[src/rtl/uart_pkg.sv]
// Shared UART types and constants for the transmit serializer and future receive path.
package uart_pkg;

    localparam int unsigned UART_DATA_BITS  = 8;
    localparam logic        UART_IDLE_LEVEL = 1'b1;

    typedef enum logic [2:0] {
        IDLE,
        START,
        DATA,
        PARITY,
        STOP
    } uartTxState_t;

endpackage

[src/rtl/uart_baud_tick.sv]
// Baud counter: counts 0..CLKS_PER_BIT-1 and flags the last cycle of each serial bit.
module uart_baud_tick #(
    parameter int unsigned CLKS_PER_BIT = 4
) (
    input  logic i_clk,
    input  logic i_rst,
    input  logic i_clear,
    output logic o_bit_end
);

    localparam int unsigned     CNT_W    = (CLKS_PER_BIT > 1) ? $clog2(CLKS_PER_BIT) : 1;
    localparam logic [CNT_W-1:0] CNT_LAST = CNT_W'(CLKS_PER_BIT - 1);

    logic [CNT_W-1:0] r_count;

    assign o_bit_end = (r_count == CNT_LAST);

    always_ff @(posedge i_clk) begin
        if (!i_rst) begin
            r_count <= '0;
        end else if (i_clear || o_bit_end) begin
            r_count <= '0;
        end else begin
            r_count <= r_count + 1'b1;
        end
    end

endmodule

[src/rtl/uart_tx_serializer.sv]
// UART transmitter: frames each accepted byte as start, 8 data bits LSB first, optional even
// parity and 1 or 2 stop bits; back-to-back bytes are sent without idle bits.
module uart_tx_serializer
    import uart_pkg::*;
#(
    parameter int unsigned CLKS_PER_BIT = 4,
    parameter int unsigned PARITY_EN    = 0,
    parameter int unsigned STOP_BITS    = 1
) (
    input  logic       i_clk,
    input  logic       i_rst,
    input  logic [7:0] i_data,
    input  logic       i_valid,
    output logic       o_ready,
    output logic       o_tx,
    output logic       o_busy
);

    localparam logic [2:0] LAST_DATA = 3'(UART_DATA_BITS - 1);
    localparam logic [2:0] LAST_STOP = 3'(STOP_BITS - 1);

    uartTxState_t              r_state, w_state_next;
    logic [2:0]                r_bit_cnt, w_bit_cnt_next;
    logic [UART_DATA_BITS-1:0] r_shift, w_shift_next;
    logic                      r_parity, w_parity_next;
    logic                      r_tx, w_tx_next;
    logic                      w_bit_end;
    logic                      w_last_stop;
    logic                      w_accept;
    logic                      w_clear;

    // Counter restarts on every state change so each state owns whole bit periods.
    assign w_clear = (w_state_next != r_state);

    uart_baud_tick #(
        .CLKS_PER_BIT(CLKS_PER_BIT)
    ) u_baud_tick (
        .i_clk    (i_clk),
        .i_rst    (i_rst),
        .i_clear  (w_clear),
        .o_bit_end(w_bit_end)
    );

    assign w_last_stop = (r_state == STOP) && w_bit_end && (r_bit_cnt == LAST_STOP);
    assign o_ready     = i_rst && ((r_state == IDLE) || w_last_stop);
    assign w_accept    = i_valid && o_ready;
    assign o_busy      = (r_state != IDLE);
    assign o_tx        = r_tx;

    always_comb begin
        w_state_next   = r_state;
        w_bit_cnt_next = r_bit_cnt;
        w_shift_next   = r_shift;
        w_parity_next  = r_parity;

        unique case (r_state)
            IDLE: begin
                if (w_accept) begin
                    w_state_next  = START;
                    w_shift_next  = i_data;
                    w_parity_next = ^i_data;
                end
            end
            START: begin
                if (w_bit_end) begin
                    w_state_next   = DATA;
                    w_bit_cnt_next = 3'd0;
                end
            end
            DATA: begin
                if (w_bit_end) begin
                    w_shift_next = r_shift >> 1;
                    if (r_bit_cnt == LAST_DATA) begin
                        w_bit_cnt_next = 3'd0;
                        if (PARITY_EN != 0) begin
                            w_state_next = PARITY;
                        end else begin
                            w_state_next = STOP;
                        end
                    end else begin
                        w_bit_cnt_next = r_bit_cnt + 3'd1;
                    end
                end
            end
            PARITY: begin
                if (w_bit_end) begin
                    w_state_next   = STOP;
                    w_bit_cnt_next = 3'd0;
                end
            end
            STOP: begin
                if (w_bit_end) begin
                    if (r_bit_cnt == LAST_STOP) begin
                        w_bit_cnt_next = 3'd0;
                        // Accepting here starts the next frame with no idle gap.
                        if (w_accept) begin
                            w_state_next  = START;
                            w_shift_next  = i_data;
                            w_parity_next = ^i_data;
                        end else begin
                            w_state_next = IDLE;
                        end
                    end else begin
                        w_bit_cnt_next = r_bit_cnt + 3'd1;
                    end
                end
            end
            default: begin
                w_state_next = IDLE;
            end
        endcase

        unique case (w_state_next)
            START:   w_tx_next = 1'b0;
            DATA:    w_tx_next = w_shift_next[0];
            PARITY:  w_tx_next = w_parity_next;
            default: w_tx_next = UART_IDLE_LEVEL;
        endcase
    end

    always_ff @(posedge i_clk) begin
        if (!i_rst) begin
            r_state   <= IDLE;
            r_bit_cnt <= 3'd0;
            r_shift   <= '0;
            r_parity  <= 1'b0;
            r_tx      <= UART_IDLE_LEVEL;
        end else begin
            r_state   <= w_state_next;
            r_bit_cnt <= w_bit_cnt_next;
            r_shift   <= w_shift_next;
            r_parity  <= w_parity_next;
            r_tx      <= w_tx_next;
        end
    end

endmodule

[config.mk]
export PLATFORM = sky130hd
export DESIGN_NAME = uart_tx_serializer
export DESIGN_NICKNAME = d
export VERILOG_FILES = /design/src/rtl/uart_pkg.sv /design/src/rtl/uart_baud_tick.sv /design/src/rtl/uart_tx_serializer.sv
export SDC_FILE = /design/constraint.sdc
export NUM_CORES = 1
export LEC_CHECK = 0
export BUFFER_PORTS_ARGS = -buffer_cell sky130_fd_sc_hd__buf_2
export CORE_MARGIN = 4
export CORE_UTILIZATION = 55
export CTS_CLUSTER_DIAMETER = 200
export DETAILED_ROUTE_END_ITERATION = 10
export GPL_TIMING_DRIVEN = 0
export PLACE_DENSITY = 0.87
export SYNTH_ARGS = -nofsm -noshare
export SYNTH_HDL_FRONTEND = slang
export SYNTH_HIERARCHICAL = 1
export SYNTH_SLANG_ARGS = --single-unit
export TNS_END_PERCENT = 20
[constraint.sdc]
create_clock -name i_clk -period 2.51 [get_ports i_clk]
set_clock_uncertainty 0.1 [all_clocks]
set_input_delay 0 -clock i_clk [delete_from_list [all_inputs] [get_ports i_clk]]
set_output_delay 0 -clock i_clk [all_outputs]
set_load 0.02 [all_outputs]
==> results of run 1 <==
==> worst max-delay path, cell delays in order (launching register included) <==
cell and delay, ns:
dfxtp_1 0.36, ha_1 0.26, buf_6 0.18, nand3b_4 0.10, a2111oi_4 0.67, a21o_1 0.20
and4bb_2 0.25
==> area by class of cell <==
class / count / area (um2) / share of cell area (%)
Multi-Input combinational cell: 83 / 649 / 50.5
Sequential cell: 18 / 360 / 28.0
Timing Repair Buffer: 21 / 145 / 11.3
Buffer: 6 / 43.8 / 3.41
Clock buffer: 4 / 36.3 / 2.82
Tap cell: 25 / 31.3 / 2.43
Inverter: 5 / 18.8 / 1.46
==> per-stage QoR <==
step	worst slack, ns	power [mW]	utilization, %	hold WS [ns]
after floorplan	0.597	0.402	-	0.0389
after global placement	0.403	0.432	65.5	0.148
after detailed placement	0.333	0.437	65.5	0.160
after CTS	0.315	0.626	72.1	0.0399
after global routing	0.206	0.652	72.1	0.0439
final	0.291	0.620	72.1	0.0591
==> registers in the layout, indices dropped and copies added (netlist names) <==
name                 flops
r_state                  3
r_shift                  8
o_tx                     1
r_bit_cnt                3
u_baud_tick/r_count      2
r_parity                 1
==> power breakdown <==
part           leakage, nW  switching, mW  internal (mW)
clock               0.0210         0.0878         0.0885
sequential           0.148        0.00883          0.304
combinational        0.367         0.0684         0.0629
==> layer usage <==
layer / up-vias / share of wire, % / global-route usage [%]
met4: 0 / 1.7 / 8.51
met5: - / 0 / 0
met2: 42 / 47 / 33.5
li1: 469 / - / -
met1: 441 / 44 / 26.4
met3: 7 / 7.8 / 5.16
==> how the worst max path moves through the flow <==
stage                                              to  cells after the start
global placement    u_baud_tick/r_count[1]$_SDFF_PP0_                      6
detailed placement  u_baud_tick/r_count[1]$_SDFF_PP0_                      6
floorplan           u_baud_tick/r_count[1]$_SDFF_PP0_                      6
finish              u_baud_tick/r_count[1]$_SDFF_PP0_                      6
global route        u_baud_tick/r_count[1]$_SDFF_PP0_                      6
CTS                 u_baud_tick/r_count[1]$_SDFF_PP0_                      6
==> cell usage in the layout (no fill, tap or decap), types with 3 or more instances in the layout <==
| cell | n |
|---|---|
| dfxtp_1 | 18 |
| buf_2 | 15 |
| and3_1 | 9 |
| nand2_1 | 8 |
| dlygate4sd3_1 | 8 |
| xnor2_1 | 7 |
| nor2_1 | 6 |
| a221o_1 | 6 |
| inv_1 | 5 |
| ha_1 | 4 |
| clkbuf_4 | 3 |
==> cells by family after synthesis <==
group	after synthesis	share of synthesized area (%)
buffers and inverters	11	5.83
muxes	2	1.98
and+or+nand+nor	42	25.6
DFF	18	33.6
xor gates and xnor gates	7	5.72
adders and majority gates	4	4.67
AOI/OAI and AO/OA	28	22.6
==> what timing repair did <==
action / in CTS / in global routing
hold endpoints to repair: 9 / 0
hold buffers: 8 / 0
setup endpoints to repair: 0 / 0
==> key figures, run 1 <==
Outcome
  – Status: finished clean

Placement
  – DP Area: 1170 um2
  – Placer Congestion: 0.845
  – Placed cells: 150
  – IO Port Bufs: 13
  – Post-DP HPWL: 1730 um

GRT
  – Remaining global-route overflow: 0
  – Vias in the first global route: 966
  – Global-route wire length before repair: 4190 um
  – Total track usage: 20.8%
  – Initial antenna violation count: 0
  – Largest net degree at the start of global routing: 13

STA
  – Max Fclk: 451 MHz
  – Final setup fails: 0
  – Setup TNS: 0 ns
  – Final hold violations: 0
  – Slew Limit Fails: 0
  – RSZ-0062 raised after global routing: false
  – Period utilisation layout: 88.4%
  – Min cycle time layout: 2.22 ns
  – Headroom to the max-slew limit: 57.0%
  – Worst slew pin tran: 0.645 ns

Floorplan
  – Core outline area: 1780 um2
  – Row cnt: 15
  – Die span in x: 52.2 um
  – Die area: 2720 um2
  – IO Pins: 14
  – Initial Utilization: 60.1%
  – DIE HEIGHT: 52.2 um

Clock tree
  – Post-CTS Setup Bufs: 0
  – Post-CTS resize count: 0
  – CTS tree: done
  – Clock buffer depth: 2
  – CTS H-Tree Depth: 1
  – TritonCTS Sinks: 18
  – Num CTS Buffers: 3
  – Clock root buffer: clkbuf_4
  – Clock slew at reported path FFs: 0.10 ns
  – Worst-Skew Late Latency: 0.29 ns

Hold path
  – Hold wc startpoint: i_data[7]
  – Hold Path Stages: 3
  – Min-Delay Endpoint: r_shift[7]$_SDFFE_PN0P_
  – HP Class: in2reg

Finish
  – Ant. Diodes: 0
  – Share of layout cells above drive strength 1: 21.9%
  – Nets@finish: 153
  – Synth-to-Final Area Change: 19.8%
  – Fill cell total of the finished layout: 141
  – Non-Filler Instances: 162
  – Final Cell Area: 1280 um2

Setup path
  – Crit. End Element: flip-flop
  – Reg-to-reg startpoint: u_baud_tick/r_count[0]$_SDFF_PP0_
  – CP Max Fanout: 10
  – Crit path launch: u_baud_tick/r_count[0]$_SDFF_PP0_
  – Worst Path Arrival: 2.32 ns
  – Startpoint types: flip-flop
  – FF-to-FF path depth: 6
  – Setup Crit Path Kind: reg2reg
  – Worst r2r dst: u_baud_tick/r_count[1]$_SDFF_PP0_
  – R2R setup slack: 0.29 ns
  – WP data required: 2.61 ns

Route
  – Post-route ant nets: 0
  – Initial DRC count: 31
  – DRT Pass-1 Iters: 6
  – DR DRC count: 0
  – Vias: 959
  – Vias per cell: 5.92
  – Routed len/inst: 15.4 um
  – Final wirelength: 2490 um

Synth
  – Top_reg_cell synth: dfxtp_1
  – Top-count cell post-synth: dfxtp_1
  – Top-area cell type share of the netlist area: 33.6%
  – Largest cells by area after synthesis: dfxtp_1 (34%), xnor2_1 (5.7%), a221o_1 (5.6%)
  – Commonest cells post-synth: dfxtp_1 (18), and3_1 (9), nand2_1 (8), xnor2_1 (7)
  – Syn nets: 127
  – Seq/Total Area, Yosys: 33.6%
  – Cell area after synthesis: 1070 um2
  – Syn_area_per_cell: 9.57 um2
  – Synth Register Bits: 18
  – Synth Instances: 112
  – Post-synth EDFFs: 0
  – Largest area contributor in the netlist: dfxtp_1
  – Fraction of registers with async set/reset: 0%
  – Synthesis warning total: 6
  – Number of distinct library cells after synthesis: 47

Power and ir drop
  – P per Cell Area: 483 nW/um2
  – Pleak: 0.535 nW
  – Peak supply drop: 0.406 mV

Run
  – # Max-Cap Violations: 0
No activity file was read; power rests on OpenSTA's default activity.
==> run 2: changes to the inputs <==
Settings changed: PLACE_DENSITY 0.87 to not set, PLACE_DENSITY_LB_ADDON set to 0.15.
==> run 2 against run 1 <==
Effect of this change:
- clock power about the same
- wire length shrank 2.7%
- register-to-register slack barely moved
- combinational power down 3%
- via count decreased by 1.5%
- cell area down 0.78%
==> key figures, run 2 (synthesized netlist as in run 1, its figures left out) <==
Outcome
  – Status: finished clean

Power and ir drop
  – P per Cell Area: 486 nW/um2
  – Peak supply drop: 0.292 mV
  – Pleak: 0.531 nW

Clock tree
  – Post-CTS Setup Bufs: 0
  – Worst-Skew Late Latency: 0.29 ns
  – TritonCTS Sinks: 18
  – Clock buffer depth: 2
  – Num CTS Buffers: 3
  – Clock slew at reported path FFs: 0.11 ns
  – CTS H-Tree Depth: 1
  – Clock root buffer: clkbuf_4
  – CTS tree: done

Route
  – Vias per cell: 5.87
  – Initial DRC count: 35
  – Post-route ant nets: 0
  – DR DRC count: 0
  – Routed len/inst: 15.0 um
  – DRT Pass-1 Iters: 5
  – Vias: 945
  – Final wirelength: 2420 um

STA
  – Setup TNS: 0 ns
  – Final hold violations: 0
  – Headroom to the max-slew limit: 55.5%
  – Period utilisation layout: 88.8%
  – Worst slew pin tran: 0.667 ns
  – Final setup fails: 0
  – Worst hold slack: 0.00928 ns
  – RSZ-0062 raised after global routing: false
  – Min cycle time layout: 2.23 ns
  – Max Fclk: 449 MHz
  – Slew Limit Fails: 0

GRT
  – Global-route wire length before repair: 4150 um
  – Largest net degree at the start of global routing: 13
  – Remaining global-route overflow: 0
  – Vias in the first global route: 918
  – Initial antenna violation count: 0
  – Top Usage Layer GRT: met2
  – Total track usage: 20.7%
  – Met2 usage: 33.9%
  – Met3 usage: 3.72%
  – Met1 GRT Util: 27.0%

Finish
  – Fill cell total of the finished layout: 145
  – Final Cell Area: 1270 um2
  – Commonest non-fill, non-tap cells in the layout: dfxtp_1 (18), buf_2 (15), and3_1 (9)
  – Commonest non-fill, non-tap cell in the layout: dfxtp_1
  – Share of layout cells above drive strength 1: 22.1%
  – Synth-to-Final Area Change: 18.9%
  – Largest regs: r_shift x8, r_bit_cnt x3, r_state x3
  – Most flops, register: r_shift
  – Sequential Area: 360 um2
  – Ant. Diodes: 0
  – Max reg flops: 8
  – Area of the multi-input gates: 649 um2
  – Nets@finish: 152

Setup path
  – Worst Path Arrival: 2.32 ns
  – CP Max Fanout: 10
  – Setup Crit Path Kind: reg2reg
  – Reg-to-reg startpoint: u_baud_tick/r_count[0]$_SDFF_PP0_
  – Worst r2r dst: u_baud_tick/r_count[1]$_SDFF_PP0_
  – Crit. End Element: flip-flop
  – Crit path launch: u_baud_tick/r_count[0]$_SDFF_PP0_
  – Startpoint types: flip-flop
  – FF-to-FF path depth: 6
  – WP data required: 2.60 ns
  – Critical Path Sink: u_baud_tick/r_count[1]$_SDFF_PP0_
  – R2R setup slack: 0.28 ns

Floorplan
  – Die span in x: 52.2 um
  – Core outline area: 1780 um2
  – DIE HEIGHT: 52.2 um
  – Initial Utilization: 60.1%
  – Row cnt: 15
  – Die area: 2720 um2
  – IO Pins: 14

Placement
  – Placer Congestion: 0.801
  – DP Area: 1170 um2
  – IO Port Bufs: 13
  – Post-DP HPWL: 1700 um

Run
  – # Max-Cap Violations: 0

Hold path
  – HP Class: in2reg
## run 2: changes by cell type in the layout (fill, tap and decap cells not counted)
cell / before / now
dlygate4sd3_1: 8 / 7
## run 2: worst min path at each step
stage	startpoint	endpoint	depth (start not counted)
3_5_place_dp	i_data[3]	r_shift[3]$_SDFFE_PN0P_	2
5_1_grt	i_data[0]	r_shift[0]$_SDFF_PN0_	3
2_1_floorplan	i_data[1]	r_shift[1]$_SDFFE_PN0P_	1
4_1_cts	i_data[0]	r_shift[0]$_SDFF_PN0_	3
3_3_place_gp	i_data[4]	r_shift[4]$_SDFFE_PN0P_	2
6_report	i_data[0]	r_shift[0]$_SDFF_PN0_	3
## run 2: routing by layer
layer / routed length [um] / up-vias
met5: 0 / -
met4: 33 / 0
met3: 130 / 4
met2: 1130 / 31
met1: 1120 / 444
li1: - / 466
## run 2: critical path: stages (launching register included)
cell and delay (ns):
dfxtp_1 0.37, ha_1 0.25, buf_6 0.17, nand3b_4 0.10
a2111oi_4 0.68, a21o_1 0.20, and4bb_2 0.25
## run 2: report_power, final
| part | switching, mW | internal [mW] |
|---|---|---|
| Sequential | 0.00904 | 0.304 |
| Clock | 0.0912 | 0.0882 |
| Combinational | 0.0657 | 0.0616 |
## run 2: timing repair
action / 4_1_cts / 5_1_grt
resized for setup: 0 / 0
hold endpoints to repair: 8 / 0
hold buffers: 7 / 0
endpoints found under the setup margin: 0 / 0
## run 2: layout make-up
class	count	share of cell area, %
inverter	5	1.47
sequential	18	28.3
clock buffer	4	2.85
timing repair buffer	20	10.6
multi-input combinational	83	50.9
tap	25	2.45
buffer	6	3.43
## run 2: through the flow
| step | instances | utilization [%] | power (mW) | worst slack, ns |
|---|---|---|---|---|
| after floorplan | 112 | - | 0.402 | 0.597 |
| after CTS | 161 | 71.5 | 0.624 | 0.276 |
| final | 161 | 71.5 | 0.620 | 0.282 |
| after detailed placement | 150 | 65.5 | 0.437 | 0.288 |
| after global placement | 150 | 65.5 | 0.433 | 0.381 |
| after global routing | 161 | 71.5 | 0.651 | 0.175 |
